$ cat config.mk
export PLATFORM = sky130hd
export DESIGN_NAME = hazard_detect_unit
export DESIGN_NICKNAME = d
export VERILOG_FILES = /design/src/rtl/hazard_detect_unit.sv
export SDC_FILE = /design/constraint.sdc
export NUM_CORES = 1
export LEC_CHECK = 0
export BUFFER_PORTS_ARGS = -buffer_cell sky130_fd_sc_hd__buf_2
export CAP_MARGIN = 40
export CORE_UTILIZATION = 51
export CTS_CLUSTER_SIZE = 10
export DETAILED_ROUTE_END_ITERATION = 12
export GPL_ROUTABILITY_DRIVEN = 0
export PLACE_DENSITY = 0.78
export SETUP_SLACK_MARGIN = 0.3
export SYNTH_ARGS = -nofsm -noshare
export SYNTH_HDL_FRONTEND = slang
export SYNTH_SLANG_ARGS = --single-unit
$ cat constraint.sdc
create_clock -name clk_i -period 2.1 [get_ports clk_i]
set_input_delay 0 -clock clk_i [delete_from_list [all_inputs] [get_ports clk_i]]
set_output_delay 0 -clock clk_i [all_outputs]
set_load 0.03 [all_outputs]
$ cat src/rtl/hazard_detect_unit.sv
// rtl/hazard_detect_unit.sv - ID-stage RAW hazard detection, IF/ID flush control and bubble counter.
// Optional build macro HAZARD_NOFWD_EN: datapath has no forwarding, so any EX/MEM writer match stalls.
module hazard_detect_unit #(
  parameter int CNT_W = 16
) (
  input  logic             clk_i,
  input  logic             rst_i,
  input  logic [6:0]       Op_i,
  input  logic [4:0]       RS1addr_i,
  input  logic [4:0]       RS2addr_i,
  input  logic [4:0]       RDaddr_i,
  input  logic             BrTaken_i,
  output logic             NoOp_o,
  output logic             PCWrite_o,
  output logic             Stall_o,
  output logic             Flush_o,
  output logic [CNT_W-1:0] stall_cnt_o
);

  localparam logic [6:0] OP_R      = 7'b0110011;
  localparam logic [6:0] OP_IARITH = 7'b0010011;
  localparam logic [6:0] OP_LOAD   = 7'b0000011;
  localparam logic [6:0] OP_STORE  = 7'b0100011;
  localparam logic [6:0] OP_BRANCH = 7'b1100011;

  logic             use_rs1, use_rs2, dec_wr, dec_mrd, dec_br;
  logic             match_ex, match_mem, hazard;

  logic [4:0]       ex_rd_q, ex_rd_d, mem_rd_q, mem_rd_d;
  logic             ex_wr_q, ex_wr_d, mem_wr_q, mem_wr_d;
  logic             ex_mrd_q, ex_mrd_d, mem_mrd_q, mem_mrd_d;
  logic [CNT_W-1:0] stall_cnt_q, stall_cnt_d;

  always_comb begin
    use_rs1 = 1'b0;
    use_rs2 = 1'b0;
    dec_wr  = 1'b0;
    dec_mrd = 1'b0;
    dec_br  = 1'b0;
    unique case (Op_i)
      OP_R:      begin use_rs1 = 1'b1; use_rs2 = 1'b1; dec_wr = 1'b1; end
      OP_IARITH: begin use_rs1 = 1'b1; dec_wr = 1'b1; end
      OP_LOAD:   begin use_rs1 = 1'b1; dec_wr = 1'b1; dec_mrd = 1'b1; end
      OP_STORE:  begin use_rs1 = 1'b1; use_rs2 = 1'b1; end
      OP_BRANCH: begin use_rs1 = 1'b1; use_rs2 = 1'b1; dec_br = 1'b1; end
      default:   ;
    endcase
    // x0 is hardwired zero, so writing it never creates a dependency
    if (RDaddr_i == 5'd0) dec_wr = 1'b0;
  end

  always_comb begin
    match_ex  = ex_wr_q  & ((use_rs1 & (RS1addr_i == ex_rd_q))  | (use_rs2 & (RS2addr_i == ex_rd_q)));
    match_mem = mem_wr_q & ((use_rs1 & (RS1addr_i == mem_rd_q)) | (use_rs2 & (RS2addr_i == mem_rd_q)));
    // Branch compare sits in ID and sees no forwarding from EX, nor from a load still in MEM
    hazard = (match_ex & ex_mrd_q)
           | (dec_br & (match_ex | (match_mem & mem_mrd_q)));
`ifdef HAZARD_NOFWD_EN
    hazard = hazard | match_ex | match_mem;
`endif
  end

  always_comb begin
    NoOp_o    = ~rst_i | hazard;
    Stall_o   = rst_i & hazard;
    PCWrite_o = rst_i & ~hazard;
    Flush_o   = rst_i & ~hazard & dec_br & BrTaken_i;
  end

  always_comb begin
    ex_rd_d   = hazard ? 5'd0 : RDaddr_i;
    ex_wr_d   = hazard ? 1'b0 : dec_wr;
    ex_mrd_d  = hazard ? 1'b0 : dec_mrd;
    mem_rd_d  = ex_rd_q;
    mem_wr_d  = ex_wr_q;
    mem_mrd_d = ex_mrd_q;
    stall_cnt_d = stall_cnt_q;
    if (hazard && (stall_cnt_q != {CNT_W{1'b1}})) stall_cnt_d = stall_cnt_q + CNT_W'(1);
  end

  always_ff @(posedge clk_i or negedge rst_i) begin
    if (!rst_i) begin
      ex_rd_q     <= 5'd0;
      ex_wr_q     <= 1'b0;
      ex_mrd_q    <= 1'b0;
      mem_rd_q    <= 5'd0;
      mem_wr_q    <= 1'b0;
      mem_mrd_q   <= 1'b0;
      stall_cnt_q <= '0;
    end else begin
      ex_rd_q     <= ex_rd_d;
      ex_wr_q     <= ex_wr_d;
      ex_mrd_q    <= ex_mrd_d;
      mem_rd_q    <= mem_rd_d;
      mem_wr_q    <= mem_wr_d;
      mem_mrd_q   <= mem_mrd_d;
      stall_cnt_q <= stall_cnt_d;
    end
  end

  assign stall_cnt_o = stall_cnt_q;

endmodule

Word level (Yosys, flattened, before mapping)
Cells that the tools add are included.
{ "classes": {"add_sub_neg": 1, "eq_ne": 10, "mux": 9, "bitwise_logic": 20, "reduce_logical": 5} }
{ "op_table": {"columns": ["operator", "count"], "rows": [
  ["$eq A5 B5 Y1", 4],
  ["$add A16 B1 Y16 const B", 1],
  ["$ne A16 B16 Y1 const B", 1],
  ["$eq A7 B6 Y1 const B", 2],
  ["$and A1 B1 Y1", 13],
  ["$mux W1", 8],
  ["$eq A7 B2 Y1 const B", 1],
  ["$eq A7 B5 Y1 const B", 1],
  ["$eq A7 B7 Y1 const B", 1],
  ["$reduce_or A3 Y1", 2],
  ["$logic_not A5 Y1", 1],
  ["$mux W5", 1],
  ["$or A1 B1 Y1", 5],
  ["$reduce_or A5 Y1", 1],
  ["$not A1 Y1", 2],
  ["$logic_and A1 B1 Y1", 1]
]} }
{ "word_totals": {"register_bits": 30, "inputBits": 25, "out_inout_bits": 20, "word_cells": 52} }

Depth between registers and ports, before layout
{ "logic_depth": {"depth_word": 14, "mapped_depth": 7, "mapped_depth_nobuf": 7} }

Worst setup path after synthesis
Ideal clock, no wire load.
{ "synth_timing": {"path_kind": "reg-to-reg", "startpoint": "register stall_cnt_q[0], in the netlist stall_cnt_o[0]", "endpoint": "register stall_cnt_q[1], in the netlist stall_cnt_o[1]", "setup_time_ns": 0.125, "arrival_time_ns": 1.864, "t_required_ns": 1.975, "setup_slack_ns": 0.111, "path_stages_with_launch": 7, "path_buffers": 0, "synth_period_minus_slack_ns": 1.989, "cell_sequence": "dfrtp_1 -> ha_1 -> and3_1 -> and3_1 -> nand3_1 -> and3b_1 -> mux2_2"} }
{ "synth_between": {"elab_chain_len": 2, "word_cells_on_any_way": 3, "classes_between": "add/sub: 1; eq/ne: 1; reduce/logical: 1"} }
{ "synth_lines": {"columns": ["element", "line_no", "text"], "rows": [
  ["from (decl)", "32", "logic [CNT_W-1:0] stall_cnt_q, stall_cnt_d;"],
  ["from (signal assigned)", "97", "stall_cnt_q <= stall_cnt_d;"],
  ["parallel branches: the longest is 2 deep, another holds $add A16 B1 Y16", null, null]
]} }
Parallel ways; which one is timed is not known.
A chain may end at the register's enable or synchronous reset.

Worst setup path in the final report
{ "layout_timing": {"startpoint": "register ex_rd_q[4]", "endpoint": "register stall_cnt_q[14], in the netlist stall_cnt_o[14]"} }
{ "layout_between": {"elab_chain_len": 8, "word_cells_on_any_way": 11, "classes_between": "eq/ne: 2; bitwise: 8; reduce/logical: 1"} }
{ "layout_lines": {"columns": ["element", "line_no", "text"], "rows": [
  ["from (decl)", "29", "logic [4:0] ex_rd_q, ex_rd_d, mem_rd_q, mem_rd_d;"],
  ["from (signal assigned)", "91", "ex_rd_q <= ex_rd_d;"],
  ["$eq A5 B5 Y1", "53", "match_ex = ex_wr_q & ((use_rs1 & (RS1addr_i == ex_rd_q)) | (use_rs2 & (RS2addr_i == ex_rd_q)));"],
  ["$and A1 B1 Y1", "53", null],
  ["$or A1 B1 Y1 *", "53", null],
  ["$and A1 B1 Y1 *", "53", null],
  ["$or A1 B1 Y1", "57", "| (dec_br & (match_ex | (match_mem & mem_mrd_q)));"],
  ["$and A1 B1 Y1", "57", null],
  ["$or A1 B1 Y1 *", "57", null],
  ["$logic_and A1 B1 Y1 *", "78", "if (hazard && (stall_cnt_q != {CNT_W{1'b1}})) stall_cnt_d = stall_cnt_q + CNT_W'(1);"]
]} }
Every way passes the cells marked *; elsewhere a longest branch is shown, timed or not.

==> out/results.ini <==
[clock_tree]
clk_latency_ps=330
root_buffer=clkbuf_4
cts_max_path_buffers=2
cts_tree=built
numCtsBuffers=5
cts.clk_slew.worst_paths_ps=100
cts_sinks=30
htreeDepth=2

[drt]
wl_mm=4.01
vias=1329
dr.pass1.iters=8
route.detailed.drc=2
drtIter0Drc=59
wl_per_cell_um=16.7
vias_per_cell=5.54
drtAntennaViolNets=0

[synthesis]
synth_cell_types=31
yosys.area.top_type_share=0.475
synth_commonest_cells=30 x dfrtp_1, 18 x xnor2_1, 17 x xor2_1
avgSynthCellArea_um2=11.4
synth_nets=165
synth_most_common_cell=dfrtp_1
ys_warn_count=0
yosysTopAreaCell=dfrtp_1
synth-edff-count=0
synthFlopType=dfrtp_1
synth_seq_area_share=0.475
netlist_area_mm2=0.00158
synth-seq-cells=30
syn_inst=139
ys_top_cells_by_area=dfrtp_1 47%, xnor2_1 10%, xor2_1 9.4%
synthArstFlopShare=1.00

[setup_path]
start_kind=flip-flop
worstPathArrival_ps=2250
reg2reg_depth=7
cp-end-kind=flip-flop
required_ps=2350
crit_fanout=5
rrSetupSlack_ps=100
path_class=reg -> reg

[global_routing]
grt_pass1_wl_mm=6.16
overflow=0
antenna_found_initial=0
grt_pass1_vias=1337
grt_max_degree=20
grt_usage=0.250

[layout]
final_area_mm2=0.00227
n_fill_cell=171
diodes=0
drive_gt1_frac=0.478
synthToLayoutAreaGrowth_pct=43.7
nNetsFinal=234

[pwr]
clkPwrFrac=0.321
power_density_mw_per_mm2=491
p_seq_frac=0.537
power.leakage_nw=1.15
comb_power_share=0.141
internal-power_mw=0.831
power.switching_mw=0.285
switching_share=0.255
ir_drop_mv=0.374

[run]
max_cap_viol_count=0

[floorplanning]
initial_utilization=0.554
fp.dieW_um=57.7
core_mm2=0.00285
rows=19
ioPinCount=45
die_area_mm2=0.00333
die_h_um=57.7

[place]
placed_area_mm2=0.00187
io_buffer_count=44
hpwl_mm=2.45

[sta]
slew_violations=0
hold_viol_final=0
setup_tns_ps=0
rsz0062_at_grt=true
max-slew-margin-rel=0.632
worst_slew_pin_slew_ps=550
finalCriticalPeriod_ps=2000
timing.final.crit_share=0.952
setup_violations=0
clock-skew-final_ps=13.3
fmax_mhz=500

[hold_path]
holdCritPathClass=in -> reg
holdPathStages=3

[run_status]
status=finished with violations
violations=design-rule violations

final timing paths:
check,from,end
setup / recovery,ex_rd_q[4],stall_cnt_o[14]
hold / removal,Op_i[3],ex_wr_q
setup reg to reg,ex_rd_q[4],stall_cnt_o[14]
hold reg to reg,ex_mrd_q,mem_mrd_q
max in group asynchronous,rst_i,ex_rd_q[2]
min in group asynchronous,rst_i,stall_cnt_o[5]
cell usage in the layout, fill, tap and decap left out, types with 2 or more instances in the layout:
| cell type | count |
|---|---|
| buf_2 | 40 |
| dfrtp_1 | 27 |
| xor2_1 | 16 |
| xnor2_1 | 13 |
| dlygate4sd3_1 | 9 |
| buf_4 | 9 |
| nand3_1 | 8 |
| nand2_1 | 7 |
| nor2b_1 | 6 |
| nor3_2 | 6 |
| buf_6 | 6 |
| and3_1 | 5 |
| xnor2_2 | 5 |
| clkbuf_4 | 5 |
| nand3_2 | 3 |
| nor2_2 | 3 |
| nor2_1 | 3 |
| and4_1 | 3 |
| dfrtp_2 | 3 |
| o22ai_1 | 2 |
| nand2b_1 | 2 |
| or4_1 | 2 |
| nor3b_2 | 2 |
| nand4_1 | 2 |
| nor3_4 | 2 |
stage by stage:
step	cells	hold WS, ps	power (mW)	util	setup slack (ps)
finish	240	32.5	1.12	0.796	102
CTS	238	12.1	1.10	0.756	132
floorplan	139	-296	0.667	-	292
global placement	216	-91.5	0.719	0.655	221
global route	240	28.1	1.16	0.796	1.48
detailed placement	216	-83.4	0.723	0.655	210
registers in the layout, indices dropped and copies added (netlist names):
name,count
stall_cnt_o,16
ex_rd_q,5
mem_rd_q,5
ex_mrd_q,1
ex_wr_q,1
mem_mrd_q,1
mem_wr_q,1
area by class of cell:
cell class,instances,area [um^2],share of cell area
multi-input cells,106,990,0.436
flip-flops and latches,30,754,0.332
repair buffers,64,425,0.187
clock buffers,7,55.1,0.0242
well taps,31,38.8,0.0171
clock inverters,1,5.00,0.00220
inverters,1,3.75,0.00165
timing repair:
action                                 CTS  global route
resized for setup                       24            17
cloned                                   0             0
hold buffers                             9             0
setup endpoints to repair               21            26
endpoints found under the hold margin   37             0
pin swaps                               13             9
buffers inserted                         5             2
power by group through the flow:
stage | registers (mW) | logic, mW | clock network, mW
2_1_floorplan | 0.608 | 0.0588 | 0
3_3_place_gp | 0.609 | 0.111 | 0
3_5_place_dp | 0.609 | 0.113 | 0
4_1_cts | 0.598 | 0.137 | 0.361
5_1_grt | 0.601 | 0.171 | 0.392
6_report | 0.599 | 0.158 | 0.358
logic make-up (layout without fill, tap and decap cells):
group,Yosys count,after routing,synth area share
AND/OR/NAND/NOR,63,63,0.259
AO/OA/AOI/OAI,6,6,0.0443
multiplexers,1,1,0.00712
XOR/XNOR,35,35,0.194
adder cells (fa/ha/maj),1,1,0.00791
flip-flops,30,30,0.475
buffers and inverters,3,73,0.0127
worst max-delay path, stage by stage, from the launching register on:
cell	delay [ps]
dfrtp_1	440
xnor2_1	180
nand3_2	140
o41ai_4	360
buf_4	210
nand4b_1	190
nor3b_2	230
xor2_1	180
metal layers:
metal	up-vias	wire, um	global-route usage
met5	-	0	0
met4	0	71	0.105
met3	9	174	0.0513
met2	41	2040	0.420
met1	652	1730	0.315
li1	627	-	-
Power figures use the tool's default switching activity.
